### config.mk
export PLATFORM = sky130hd
export DESIGN_NAME = fetch_unit
export DESIGN_NICKNAME = d
export VERILOG_FILES = /design/src/rtl/fetch_unit.sv
export SDC_FILE = /design/constraint.sdc
export NUM_CORES = 1
export LEC_CHECK = 0
export CORE_MARGIN = 2
export CORE_UTILIZATION = 55
export CTS_BUF_LIST = sky130_fd_sc_hd__clkbuf_4
export CTS_CLUSTER_DIAMETER = 80
export DETAILED_ROUTE_END_ITERATION = 10
export GPL_TIMING_DRIVEN = 0
export PLACE_DENSITY_LB_ADDON = 0.3
export SLEW_MARGIN = 5
export SYNTH_ARGS = -nofsm -noshare
export SYNTH_HDL_FRONTEND = slang
export SYNTH_SLANG_ARGS = --single-unit
### constraint.sdc
create_clock -name clock -period 8.45 [get_ports clock]
set_input_delay 2.535 -clock clock [delete_from_list [all_inputs] [get_ports clock]]
set_output_delay 2.535 -clock clock [all_outputs]
set_load 0.02 [all_outputs]
### src/rtl/fetch_unit.sv
// Instruction fetch stage: owns the PC, issues 1-cycle-latency reads to instruction
// memory, buffers returned words in a small FIFO and hands them to decode via valid/ready.
module fetch_unit #(
    parameter int              PC_W     = 8,
    parameter logic [PC_W-1:0] RESET_PC = '0,
    parameter int              DEPTH    = 2
) (
    input  logic            clock,
    input  logic            reset,
    input  logic            run,
    output logic            imem_req,
    output logic [PC_W-1:0] imem_addr,
    input  logic [15:0]     imem_rdata,
    input  logic            redirect_valid,
    input  logic [PC_W-1:0] redirect_pc,
    output logic            out_valid,
    input  logic            out_ready,
    output logic [PC_W-1:0] out_pc,
    output logic [15:0]     out_instr,
    output logic [3:0]      out_op,
    output logic [1:0]      out_rs,
    output logic [1:0]      out_rt,
    output logic [1:0]      out_rd,
    output logic [7:0]      out_imm
);

    localparam int PTR_W = $clog2(DEPTH);
    localparam int CNT_W = PTR_W + 1;

    logic [PC_W-1:0]  pc_q, pc_d;
    logic [PC_W-1:0]  req_pc_q, req_pc_d;
    logic             inflight_q, inflight_d;
    logic [PTR_W-1:0] rd_ptr_q, rd_ptr_d;
    logic [PTR_W-1:0] wr_ptr_q, wr_ptr_d;
    logic [CNT_W-1:0] count_q, count_d;
    logic [PC_W-1:0]  fifo_pc_q [DEPTH];
    logic [PC_W-1:0]  fifo_pc_d [DEPTH];
    logic [15:0]      fifo_instr_q [DEPTH];
    logic [15:0]      fifo_instr_d [DEPTH];

    logic             head_valid;
    logic             pop;
    logic             push;
    logic             issue;
    logic [CNT_W:0]   occupancy;

    // Occupancy counts the outstanding response so the buffer can never overflow.
    always_comb begin
        head_valid = (count_q != '0);
        pop        = head_valid & out_ready;
        push       = inflight_q & ~redirect_valid;
        occupancy  = {1'b0, count_q} + {{CNT_W{1'b0}}, inflight_q} - {{CNT_W{1'b0}}, pop};
        issue      = run & ~redirect_valid & ~reset & (occupancy < (CNT_W+1)'(DEPTH));
    end

    always_comb begin
        pc_d         = pc_q;
        req_pc_d     = req_pc_q;
        inflight_d   = issue;
        rd_ptr_d     = rd_ptr_q;
        wr_ptr_d     = wr_ptr_q;
        count_d      = count_q;
        fifo_pc_d    = fifo_pc_q;
        fifo_instr_d = fifo_instr_q;

        if (issue) begin
            pc_d     = pc_q + 1'b1;
            req_pc_d = pc_q;
        end
        if (push) begin
            fifo_pc_d[wr_ptr_q]    = req_pc_q;
            fifo_instr_d[wr_ptr_q] = imem_rdata;
            wr_ptr_d               = wr_ptr_q + 1'b1;
        end
        if (pop) begin
            rd_ptr_d = rd_ptr_q + 1'b1;
        end
        case ({push, pop})
            2'b10:   count_d = count_q + 1'b1;
            2'b01:   count_d = count_q - 1'b1;
            default: count_d = count_q;
        endcase

        // Flush wins over any same-cycle push/pop; the stale response is dropped.
        if (redirect_valid) begin
            pc_d       = redirect_pc;
            inflight_d = 1'b0;
            rd_ptr_d   = '0;
            wr_ptr_d   = '0;
            count_d    = '0;
        end
    end

    always_ff @(posedge clock or posedge reset) begin
        if (reset) begin
            pc_q       <= RESET_PC;
            req_pc_q   <= RESET_PC;
            inflight_q <= 1'b0;
            rd_ptr_q   <= '0;
            wr_ptr_q   <= '0;
            count_q    <= '0;
            for (int i = 0; i < DEPTH; i++) begin
                fifo_pc_q[i]    <= '0;
                fifo_instr_q[i] <= '0;
            end
        end else begin
            pc_q         <= pc_d;
            req_pc_q     <= req_pc_d;
            inflight_q   <= inflight_d;
            rd_ptr_q     <= rd_ptr_d;
            wr_ptr_q     <= wr_ptr_d;
            count_q      <= count_d;
            fifo_pc_q    <= fifo_pc_d;
            fifo_instr_q <= fifo_instr_d;
        end
    end

    assign imem_req  = issue;
    assign imem_addr = pc_q;
    assign out_valid = head_valid;
    assign out_pc    = head_valid ? fifo_pc_q[rd_ptr_q]    : '0;
    assign out_instr = head_valid ? fifo_instr_q[rd_ptr_q] : '0;
    assign out_op    = out_instr[15:12];
    assign out_rs    = out_instr[11:10];
    assign out_rt    = out_instr[9:8];
    assign out_rd    = out_instr[7:6];
    assign out_imm   = out_instr[7:0];

    a_no_push_full: assert property (@(posedge clock) disable iff (reset)
        !(push && !pop && count_q == CNT_W'(DEPTH)));
    a_no_pop_empty: assert property (@(posedge clock) disable iff (reset)
        !(pop && count_q == '0));

endmodule

## Word level (Yosys, flattened, before mapping)

Cells that the tools add are included.

- Register bits after elaboration: 69
- Input port bits: 29
- Output and inout port bits: 52
- Word-level logic and storage cells: 61

- $add $sub $neg: 7
- Magnitude comparators: 4
- Equality and inequality tests: 2
- Mux-type cells: 23
- Bitwise logic cells: 9
- Reductions and logical operators: 6

Operators with widths:

| cell | number |
|---|---|
| 16-bit two-way mux | 5 |
| 8-bit two-way mux | 7 |
| 32-bit bitwise mux | 1 |
| 16-bit bitwise mux | 1 |
| 16-bit demux with 1-bit select | 1 |
| 8-bit by 1-bit adder with 8-bit output (second input constant) | 1 |
| 8-bit demux with 1-bit select | 1 |
| 2-bit nonzero test | 4 |
| 1-bit AND | 5 |
| 1-bit two-way mux | 5 |
| 2-bit >= comparator (second input constant) | 2 |
| 1-bit inverter with 2-bit output | 2 |
| 2-bit one-hot mux with 2 select lines | 1 |
| 2-bit by 1-bit adder with 3-bit output | 1 |
| 3-bit by 2-bit < comparator with 1-bit output (second input constant) | 1 |
| 3-bit nonzero test | 1 |
| 3-bit by 1-bit subtractor with 3-bit output | 1 |
| 1-bit adder (second input constant) | 2 |
| 2-bit by 1-bit adder with 2-bit output (second input constant) | 1 |
| 2-bit by 1-bit == test with 1-bit output (second input constant) | 1 |
| 2-bit == test (second input constant) | 1 |
| 2-bit by 1-bit < comparator with 1-bit output (second input constant) | 1 |
| 2-bit two-way mux | 1 |
| 1-bit inverter | 2 |
| other kinds (2) | 2 |

## Logic depth before layout (Yosys ltp)

Gate-level depths: netlist of the first run.

- Word-level depth: 7
- Gate-level depth with buffers: 12
- Depth with buffers taken out: 10

## Least setup slack after synthesis of the first run

Ideal clock, no wire load.

- Kind: input port to output port
- Start: in out_ready
- End: out imem_req
- Data arrival time: 4.215 ns
- Path slack: 1.700 ns
- Cell stages on the path: 9
- Buffers on the path: 1
- Cells stage by stage: inv_1 -> nor2_1 -> ha_1 -> nand2b_1 -> fa_1 -> nand4bb_1 -> or2_1 -> buf_6 -> inv_2

- Cells in the longest elaborated chain, start to end: 4

RTL lines:

| item | line | source |
|---|---|---|
| from (decl) | 17 | `input logic out_ready,` |
| 1-bit AND | 50 | `pop = head_valid & out_ready;` |
| 3-bit by 1-bit subtractor with 3-bit output | 52 | `occupancy = {1'b0, count_q} + {{CNT_W{1'b0}}, inflight_q} - {{CNT_W{1'b0}}, pop};` |
| 3-bit by 2-bit < comparator with 1-bit output | 53 | `issue = run & ~redirect_valid & ~reset & (occupancy < (CNT_W+1)'(DEPTH));` |
| 1-bit AND | 53 |  |
| to (decl) | 11 | `output logic imem_req,` |

Every way passes these cells.

## Worst setup path in the final report of the first run

Same ends and word-level chain as after synthesis.

==> summary.txt, run 1 <==
Timing
  – Setup violators final: 0
  – Worst rel slew slack: 45.3%
  – Final setup TNS: 0 ns
  – RSZ-0062 raised after global routing: false
  – Pins over their slew limit: 0
  – Final Hold Fails: 0
  – Tcrit/Tclk final: 95.1%
  – Setup ws final: 0.410 ns
  – Setup Skew: 0.00923 ns
  – Worst Tran Pin Value: 0.821 ns
  – Fmax: 0.124 GHz
  – Hold slack final: 0.505 ns
  – Fin crit period: 8.04 ns

Setup path
  – CP Cell Sequence: clkdlybuf4s50_1, inv_1, nor2_1, ha_1, nand2b_1, fa_1, nand4bb_1, or2_1, buf_6, inv_2, clkdlybuf4s50_1
  – Most Frequent Cell on Critical Path: clkdlybuf4s50_1
  – CP Class: input pin to output pin
  – CP max stage cell: clkdlybuf4s50_1
  – CP Launch Type: input pin
  – Max stage delay on crit path: 0.64 ns
  – Largest delay contributor family on the critical path: buffers and inverters
  – CP required: 5.92 ns
  – Critical Path End Type: output pin
  – CP Buf/Inv Count: 5
  – CP arrival: 5.51 ns
  – Critical-path maximum fanout: 10

Power
  – Sw Ratio: 26.9%
  – Internal Power: 0.613 mW
  – Max VDD drop: 0.0966 mV
  – Cell Pwr Density: 192 mW/mm^2
  – Share of power burned in combinational logic: 21.1%
  – Clock power frac: 27.1%
  – Leak: 1.95 nW
  – Seq pwr share: 51.8%
  – Sw Pwr: 0.226 mW

Yosys
  – Post-synth design cell area: 0.00334 sq mm
  – Avg Inst Size Synth: 11.8 sq um
  – Net count of the mapped netlist: 316
  – Ys async rst share: 100%
  – Yosys reg bits: 69
  – Mapped Cells: 284
  – EDFF count, synth: 0
  – Synth unique cells: 37
  – Top FF cell, synth: dfrtp_1
  – YS warnings: 0
  – Register area share after synthesis: 51.7%

Global route
  – GRT Total Usage: 22.1%
  – Number of global-route vias before repair: 2356
  – Initial antenna violation count: 0
  – Largest net degree at the start of global routing: 70
  – Remaining Overflow, GRT: 0
  – Global-route wire length before repair: 11100 um

Cells and area
  – Area grow syn2layout: 30.9%
  – Ant diodes: 0
  – Filler cells: 415
  – Fin nets: 406
  – Layout cells sized above 1: 25.1%

Die
  – Horiz. Die Dim: 81.9 um
  – # IOs: 81
  – Core box area: 0.00589 sq mm
  – Starting density of the core: 56.7%
  – Number of core rows: 28
  – Die Area: 0.00671 sq mm
  – Die H: 81.9 um

Run
  – Max-cap viol count: 0

Detailed routing
  – Routed wire length: 6790 um
  – Vias/cell: 5.37
  – Initial drt markers: 154
  – DRC errors left: 0
  – Vias: 2434
  – Wire length per cell: 15.0 um
  – Drt first pass iters: 4
  – Remaining antenna violation count after routing: 0

Clock network
  – H-tree depth: 3
  – Clock Path Buffers: 2
  – Clock Sinks: 69
  – Post-CTS sizing: 0
  – Postcts setup bufs: 0
  – Clk pin slew, worst setup/hold paths: 0.10 ns
  – CTS tree: done
  – Clock root cell: clkbuf_4
  – Clock buffer count from CTS: 9
  – Hold_buf cts: 0
  – Clk Latency, worst-skew pair: 0.40 ns

Worst hold path
  – Hold Path Class: flip-flop to flip-flop

Placed design
  – Final GP Congestion: 0.777
  – Place WS: 0.426 ns
  – Hpwl dp: 4760 um
  – Port Buf Inserts: 79

Run status
  – Status: finished clean
worst min-delay path: stages, from the launching register on:
cell and delay [ns]:
dfrtp_1 0.37, nand2_1 0.05, nand2_1 0.06
power by group through the flow:
stage | sequential (mW) | clock [mW] | combinational [mW]
CTS | 0.435 | 0.231 | 0.180
floorplan | 0.435 | 0 | 0.118
finish | 0.435 | 0.227 | 0.177
detailed placement | 0.441 | 0 | 0.178
global route | 0.444 | 0.250 | 0.195
global placement | 0.436 | 0 | 0.172
logic make-up after synthesis:
kind of cell               share of synthesized area (%)
and+or+nand+nor                                     10.0
muxes                                               23.4
AOI/OAI and AO/OA                                   4.61
buffers and inverters                               7.61
xor gates and xnor gates                            1.31
DFF                                                 51.7
adders and majority gates                           1.35
cell type report:
class	instances	area (sq um)	share of cell area (%)
multi-input cells	174	1360	31.1
clock buffers	9	67.6	1.55
repair buffers	79	791	18.1
clock inverters	6	78.8	1.80
plain buffers	33	224	5.12
inverters	8	32.5	0.744
flip-flops and latches	69	1730	39.5
well taps	75	93.8	2.15
cell usage after synthesis, types with 2 or more instances:
cell type / number / area share, %
nand2_1: 23 / 2.6
buf_6: 3 / 1.0
buf_2: 8 / 1.2
dfrtp_1: 69 / 52
a221o_1: 4 / 1.2
o21ai_0: 11 / 1.6
xnor2_1: 4 / 1.0
ha_1: 2 / 0.75
nor2_1: 30 / 3.4
nor3b_1: 3 / 0.67
mux2_2: 48 / 16
nand3b_1: 2 / 0.45
buf_4: 18 / 4.0
clkbuf_1: 4 / 0.45
and3_1: 3 / 0.56
inv_1: 7 / 0.79
nand3_1: 2 / 0.30
mux2i_1: 24 / 7.2
flip-flops by register name, summed over array words and instances, names as in the netlist:
name and flops:
rd_ptr_q 1, fifo_instr_q 32, inflight_q 1, imem_addr 8, wr_ptr_q 1, req_pc_q 8, count_q 2, fifo_pc_q 16
per-layer routing:
| metal | part of all wire [%] | vias to the layer above | GRT usage (%) | wire length, um |
|---|---|---|---|---|
| li1 | - | 1137 | - | - |
| met1 | 43 | 1204 | 28.8 | 2950 |
| met2 | 50 | 85 | 36.2 | 3380 |
| met3 | 5.7 | 8 | 3.74 | 388 |
| met4 | 1.0 | 0 | 10.3 | 70 |
| met5 | 0 | - | 0 | 0 |
worst paths after layout:
| check | startpoint | to | slack [ns] | depth (start not counted) |
|---|---|---|---|---|
| worst max-delay path | out_ready | imem_req | 0.41 | 11 |
| worst min-delay path | req_pc_q[5] | req_pc_q[5] | 0.51 | 2 |
| worst max register to register | count_q[1] | imem_addr[2] | 5.20 | 9 |
| worst min register to register | req_pc_q[5] | req_pc_q[5] | 0.51 | 2 |
| max in group asynchronous | reset | imem_addr[4] | 5.24 | 2 |
| min in group asynchronous | reset | fifo_instr_q[27] | 2.68 | 2 |
stage by stage:
step	std cells	cell area (sq um)	total power, mW	util [%]
after CTS	453	4370	0.846	74.3
after global routing	453	4370	0.889	74.3
after detailed placement	438	4230	0.620	71.8
after global placement	438	4220	0.609	71.8
final	453	4370	0.839	74.3
after floorplan	284	3340	0.552	-
cells in the final DEF, fill, tap and decap left out, types with 4 or more instances in the layout:
master,netlist,layout
a221o_1,4,4
buf_2,8,8
buf_4,18,18
clkbuf_1,4,4
clkbuf_4,0,9
clkdlybuf4s50_1,0,79
dfrtp_1,69,69
inv_1,7,6
mux2_2,48,48
mux2i_1,24,24
nand2_1,23,23
nor2_1,30,30
o21ai_0,11,11
xnor2_1,4,4
Power figures use the tool's default switching activity.
==> run 2: changes to the inputs <==
--- a/config.mk
+++ b/config.mk
@@ -6,12 +6,12 @@
 export NUM_CORES = 1
 export LEC_CHECK = 0
 export CORE_MARGIN = 2
-export CORE_UTILIZATION = 55
-export CTS_BUF_LIST = sky130_fd_sc_hd__clkbuf_4
+export CORE_UTILIZATION = 53
 export CTS_CLUSTER_DIAMETER = 80
 export DETAILED_ROUTE_END_ITERATION = 10
 export GPL_TIMING_DRIVEN = 0
 export PLACE_DENSITY_LB_ADDON = 0.3
+export REMOVE_ABC_BUFFERS = 1
 export SLEW_MARGIN = 5
 export SYNTH_ARGS = -nofsm -noshare
 export SYNTH_HDL_FRONTEND = slang
==> summary.txt, run 2 (synthesis gave the netlist of run 1 again) <==
Run status
  – Status: finished clean

Timing
  – Setup violators final: 0
  – Fin crit period: 8.09 ns
  – Worst rel slew slack: 15.9%
  – Pins over their slew limit: 0
  – Final setup TNS: 0 ns
  – Hold slack final: 0.497 ns
  – Tcrit/Tclk final: 95.7%
  – Final Hold Fails: 0
  – Setup Skew: 0.00529 ns
  – RSZ-0062 raised after global routing: false
  – Fmax: 0.124 GHz
  – Worst Tran Pin Value: 1.26 ns

Cells and area
  – Max reg flops: 32
  – Biggest register: fifo_instr_q
  – Commonest non-fill, non-tap cell in the layout: clkdlybuf4s50_1
  – Area of the multi-input gates: 0.00137 sq mm
  – Area grow syn2layout: 27.4%
  – Final Cell Area: 0.00426 sq mm
  – Commonest cells after routing, fill and taps aside: clkdlybuf4s50_1, dfrtp_1, mux2_2, nor2_1, mux2i_1
  – Sequential cell area: 0.00173 sq mm
  – Ant diodes: 0
  – Post-Layout Cell Count: 424
  – Filler cells: 445
  – Layout cells sized above 1: 20.9%
  – Largest registers: fifo_instr_q (32), fifo_pc_q (16)
  – Fin nets: 376

Detailed routing
  – Vias: 2273
  – Initial drt markers: 63
  – Vias/cell: 5.36
  – Routed wire length: 6560 um
  – Drt first pass iters: 4
  – DRC errors left: 0
  – Remaining antenna violation count after routing: 0
  – Wire length per cell: 15.5 um

Global route
  – Remaining Overflow, GRT: 0
  – Met3 Use GR: 5.67%
  – Most crowded layer after global routing: met2
  – Routing usage on met2: 32.3%
  – Largest net degree at the start of global routing: 70
  – Global-route wire length before repair: 11200 um
  – GRT Total Usage: 20.1%
  – Global-route track usage on met1: 25.8%
  – Number of global-route vias before repair: 2362
  – Initial antenna violation count: 0

Clock network
  – Clock Sinks: 69
  – H-tree depth: 3
  – Clock root cell: clkbuf_8
  – Clock Path Buffers: 2
  – Postcts setup bufs: 0
  – Clk Latency, worst-skew pair: 0.34 ns
  – Clk pin slew, worst setup/hold paths: 0.07 ns
  – Clock buffer count from CTS: 9
  – CTS tree: done

Setup path
  – CP Launch Type: input pin
  – Most Frequent Cell on Critical Path: clkdlybuf4s50_1
  – CP Cell Sequence: clkdlybuf4s50_1, inv_1, nor2_1, ha_1, nand2b_1, fa_1, nand4bb_1, or2_4, inv_2, clkdlybuf4s50_1
  – CP Class: input pin to output pin
  – Largest delay contributor family on the critical path: buffers and inverters
  – CP Buf/Inv Count: 4
  – CP required: 5.92 ns
  – Max stage delay on crit path: 0.64 ns
  – CP arrival: 5.55 ns
  – Critical Path End Type: output pin
  – Critical-path maximum fanout: 23
  – CP max stage cell: clkdlybuf4s50_1

Worst hold path
  – Hold Path Class: flip-flop to flip-flop

Die
  – Starting density of the core: 55.7%
  – Die Area: 0.00695 sq mm
  – Horiz. Die Dim: 83.4 um
  – Number of core rows: 28
  – Core box area: 0.00599 sq mm
  – Die H: 83.4 um
  – # IOs: 81

Placed design
  – Hpwl dp: 4590 um
  – Placed cell area: 0.00405 sq mm
  – Port Buf Inserts: 80
  – Placed insts: 408
  – Final GP Congestion: 0.795

Power
  – Pwr Total: 0.877 mW
  – Cell Pwr Density: 206 mW/mm^2
  – Leak: 1.83 nW
  – Max VDD drop: 0.108 mV

Run
  – Max-cap viol count: 0
-- run 2: cell types whose count changed in the layout (fill, tap and decap cells not counted), sizes merged --
cell / before / now
buf: 29 / 2
clkbuf: 13 / 10
clkinvlp: 0 / 3
clkinv: 4 / 2
bufinv: 2 / 1
clkdlybuf4s50: 79 / 80
-- run 2: final cells by class --
class / count / area share [%]
clock inverters: 6 / 1.47
multi-input cells: 174 / 32.2
clock buffers: 10 / 3.23
flip-flops and latches: 69 / 40.6
well taps: 75 / 2.21
inverters: 8 / 0.764
repair buffers: 82 / 19.5
-- run 2: timing repair --
action | in CTS | in global routing
gates resized for setup | 0 | 2
setup endpoints to repair | 0 | 1
hold buffers | 0 | 0
-- run 2: worst reg2reg max path: stages, from the launching register on --
cell	delay [ns]
dfrtp_1	0.48
nor2_2	0.54
nor2_1	0.16
ha_1	0.30
nand2b_1	0.15
fa_1	0.48
nand4bb_1	0.13
o21bai_1	0.45
o21ai_0	0.18
a221o_1	0.32
-- run 2: per-stage QoR --
step / utilization [%] / worst slack (ns)
detailed placement: 67.6 / 0.123
finish: 71.0 / 0.364
global route: 71.0 / 0.123
global placement: 66.9 / 0.150
CTS: 71.0 / 0.117
floorplan: - / 1.53
-- run 2: per-layer routing --
metal / part of all wire [%] / vias to the layer above / wire [um]
li1: - / 1077 / -
met2: 47 / 75 / 3100
met1: 45 / 1109 / 2960
met5: 0 / - / 0
met3: 6.3 / 12 / 416
met4: 1.3 / 0 / 85
-- run 2: power breakdown --
| group | leakage, nW | switching, mW | internal, mW |
|---|---|---|---|
| registers | 0.888 | 0.0424 | 0.396 |
| clock network | 0.0943 | 0.125 | 0.143 |
| logic | 0.847 | 0.0730 | 0.0977 |
| total | 1.83 | 0.241 | 0.637 |
-- run 2: worst paths after layout --
path,start,end,slack [ns],depth (start not counted)
worst max-delay path,out_ready,imem_req,0.36,10
worst max register to register,count_q[1],imem_addr[4],5.14,9
worst min register to register,req_pc_q[4],req_pc_q[4],0.50,2
worst min-delay path,req_pc_q[4],req_pc_q[4],0.50,2
max in group asynchronous,reset,rd_ptr_q,5.19,2
min in group asynchronous,reset,count_q[1],2.71,2
==> run 3: changes to the inputs <==
--- a/config.mk
+++ b/config.mk
@@ -5,6 +5,7 @@
 export SDC_FILE = /design/constraint.sdc
 export NUM_CORES = 1
 export LEC_CHECK = 0
+export ABC_CLOCK_PERIOD_IN_PS = 8450
 export CORE_MARGIN = 2
 export CORE_UTILIZATION = 53
 export CTS_CLUSTER_DIAMETER = 80
@@ -12,7 +13,7 @@
 export GPL_TIMING_DRIVEN = 0
 export PLACE_DENSITY_LB_ADDON = 0.3
 export REMOVE_ABC_BUFFERS = 1
-export SLEW_MARGIN = 5
+export SLEW_MARGIN = 15
 export SYNTH_ARGS = -nofsm -noshare
 export SYNTH_HDL_FRONTEND = slang
 export SYNTH_SLANG_ARGS = --single-unit
==> summary.txt, run 3 (synthesis gave the netlist of run 1 again) <==
Run status
  – Status: finished clean

Timing
  – Fmax: 0.121 GHz
  – RSZ-0062 raised after global routing: false
  – Tcrit/Tclk final: 97.7%
  – Fin crit period: 8.25 ns
  – Setup Skew: 0.00617 ns
  – Worst Tran Pin Value: 0.778 ns
  – Worst rel slew slack: 48.1%
  – Pins over their slew limit: 0
  – Setup violators final: 0
  – Final Hold Fails: 0
  – Final setup TNS: 0 ns

Placed design
  – Placed cell area: 0.00411 sq mm
  – Final GP Congestion: 0.795
  – Port Buf Inserts: 80
  – Hpwl dp: 4720 um

Clock network
  – Clk Latency, worst-skew pair: 0.33 ns
  – Postcts setup bufs: 0
  – Clock buffer count from CTS: 9
  – Clock root cell: clkbuf_8
  – Clock Path Buffers: 2
  – Hold_buf cts: 0
  – Clk pin slew, worst setup/hold paths: 0.06 ns
  – CTS tree: done
  – H-tree depth: 3
  – Post-CTS sizing: 0
  – Clock Sinks: 69

Detailed routing
  – Vias: 2305
  – Initial drt markers: 126
  – Routed wire length: 6530 um
  – Drt first pass iters: 4
  – Remaining antenna violation count after routing: 0
  – Wire length per cell: 15.3 um
  – Vias/cell: 5.39
  – DRC errors left: 0

Power
  – Internal Power: 0.609 mW
  – Share of power burned in combinational logic: 20.6%
  – Sw Pwr: 0.223 mW
  – Leak: 1.85 nW
  – Cell Pwr Density: 195 mW/mm^2
  – Seq pwr share: 52.6%
  – Sw Ratio: 26.8%
  – Max VDD drop: 0.107 mV
  – Clock power frac: 26.8%

Global route
  – Remaining Overflow, GRT: 0
  – GRT Total Usage: 19.9%
  – Largest net degree at the start of global routing: 59
  – Global-route wire length before repair: 11200 um
  – Initial antenna violation count: 0
  – Number of global-route vias before repair: 2429

Setup path
  – CP Launch Type: input pin
  – CP max stage cell: clkdlybuf4s50_1
  – Largest delay contributor family on the critical path: buffers and inverters
  – Most Frequent Cell on Critical Path: clkdlybuf4s50_1
  – CP Cell Sequence: clkdlybuf4s50_1, inv_1, nor2_1, ha_1, nand2b_1, fa_1, nand4bb_1, or2_2, inv_2, clkdlybuf4s50_1
  – Critical-path maximum fanout: 23
  – CP Class: input pin to output pin
  – CP Buf/Inv Count: 4
  – CP required: 5.92 ns
  – Max stage delay on crit path: 0.64 ns
  – Critical Path End Type: output pin
  – CP arrival: 5.72 ns

Run
  – Max-cap viol count: 0

Die
  – Horiz. Die Dim: 83.4 um
  – Number of core rows: 28
  – Core box area: 0.00599 sq mm
  – Starting density of the core: 55.7%
  – Die Area: 0.00695 sq mm
  – # IOs: 81
  – Die H: 83.4 um

Cells and area
  – Area grow syn2layout: 28.1%
  – Filler cells: 438
  – Largest registers: fifo_instr_q (32), fifo_pc_q (16)
  – Fin nets: 380
  – Layout cells sized above 1: 20.7%
  – Commonest non-fill, non-tap cell in the layout: clkdlybuf4s50_1
  – Final Cell Area: 0.00428 sq mm
  – Commonest cells after routing, fill and taps aside: clkdlybuf4s50_1, dfrtp_1, mux2_2, nor2_1, mux2i_1
  – Biggest register: fifo_instr_q
  – Final Util: 71.4%
  – Ant diodes: 0
  – Max reg flops: 32

Worst hold path
  – Hold Path Class: flip-flop to flip-flop
==> run 3: cell types whose count changed in the layout (fill, tap and decap cells not counted), sizes merged <==
cell / delta
bufinv: -1
buf: +4
clkinvlp: -3
clkbuf: +4
==> run 3: final timing paths <==
path	start	endpoint	slack [ns]	depth (start not counted)
setup reg to reg	count_q[1]	imem_addr[6]	5.03	10
hold / removal	req_pc_q[4]	req_pc_q[4]	0.50	2
min in group asynchronous	reset	count_q[1]	2.49	2
max in group asynchronous	reset	req_pc_q[7]	5.44	3
setup / recovery	out_ready	imem_req	0.20	10
hold reg to reg	req_pc_q[4]	req_pc_q[4]	0.50	2
==> run 3: area by class of cell <==
class | instances | area, sq um | area share [%]
Clock inverter | 2 | 10.0 | 0.234
Tap cell | 75 | 93.8 | 2.19
Inverter | 8 | 32.5 | 0.761
Timing Repair Buffer | 86 | 892 | 20.9
Multi-Input combinational cell | 174 | 1370 | 32.0
Clock buffer | 14 | 153 | 3.57
Sequential cell | 69 | 1730 | 40.4
==> run 3: power by group through the flow <==
stage | clock network (mW) | logic (mW) | registers (mW)
after detailed placement | 0 | 0.174 | 0.444
after CTS | 0.230 | 0.175 | 0.438
after global routing | 0.246 | 0.188 | 0.448
after floorplan | 0 | 0.108 | 0.436
final | 0.223 | 0.172 | 0.438
after global placement | 0 | 0.164 | 0.438
==> run 3: tightest hold or removal path, cell delays in order, from the launching register on <==
cell,delay [ns]
dfrtp_1,0.36
nand2_1,0.06
nand2_1,0.05
==> run 3: per-layer routing <==
layer | part of all wire (%) | vias up | global-route usage (%)
met5 | 0 | - | 0
met4 | 1.3 | 0 | 5.96
met3 | 4.9 | 8 | 4.97
met2 | 48 | 70 | 33.7
met1 | 46 | 1139 | 25.4
li1 | - | 1088 | -
==> run 3: through the flow <==
step	setup WS (ns)	cells	total power, mW	hold slack [ns]
finish	0.196	428	0.832	0.495
detailed placement	0.106	412	0.618	0.488
global placement	0.150	406	0.602	0.479
global route	0.0121	428	0.882	0.525
floorplan	1.53	251	0.544	0.459
CTS	0.105	428	0.843	0.504
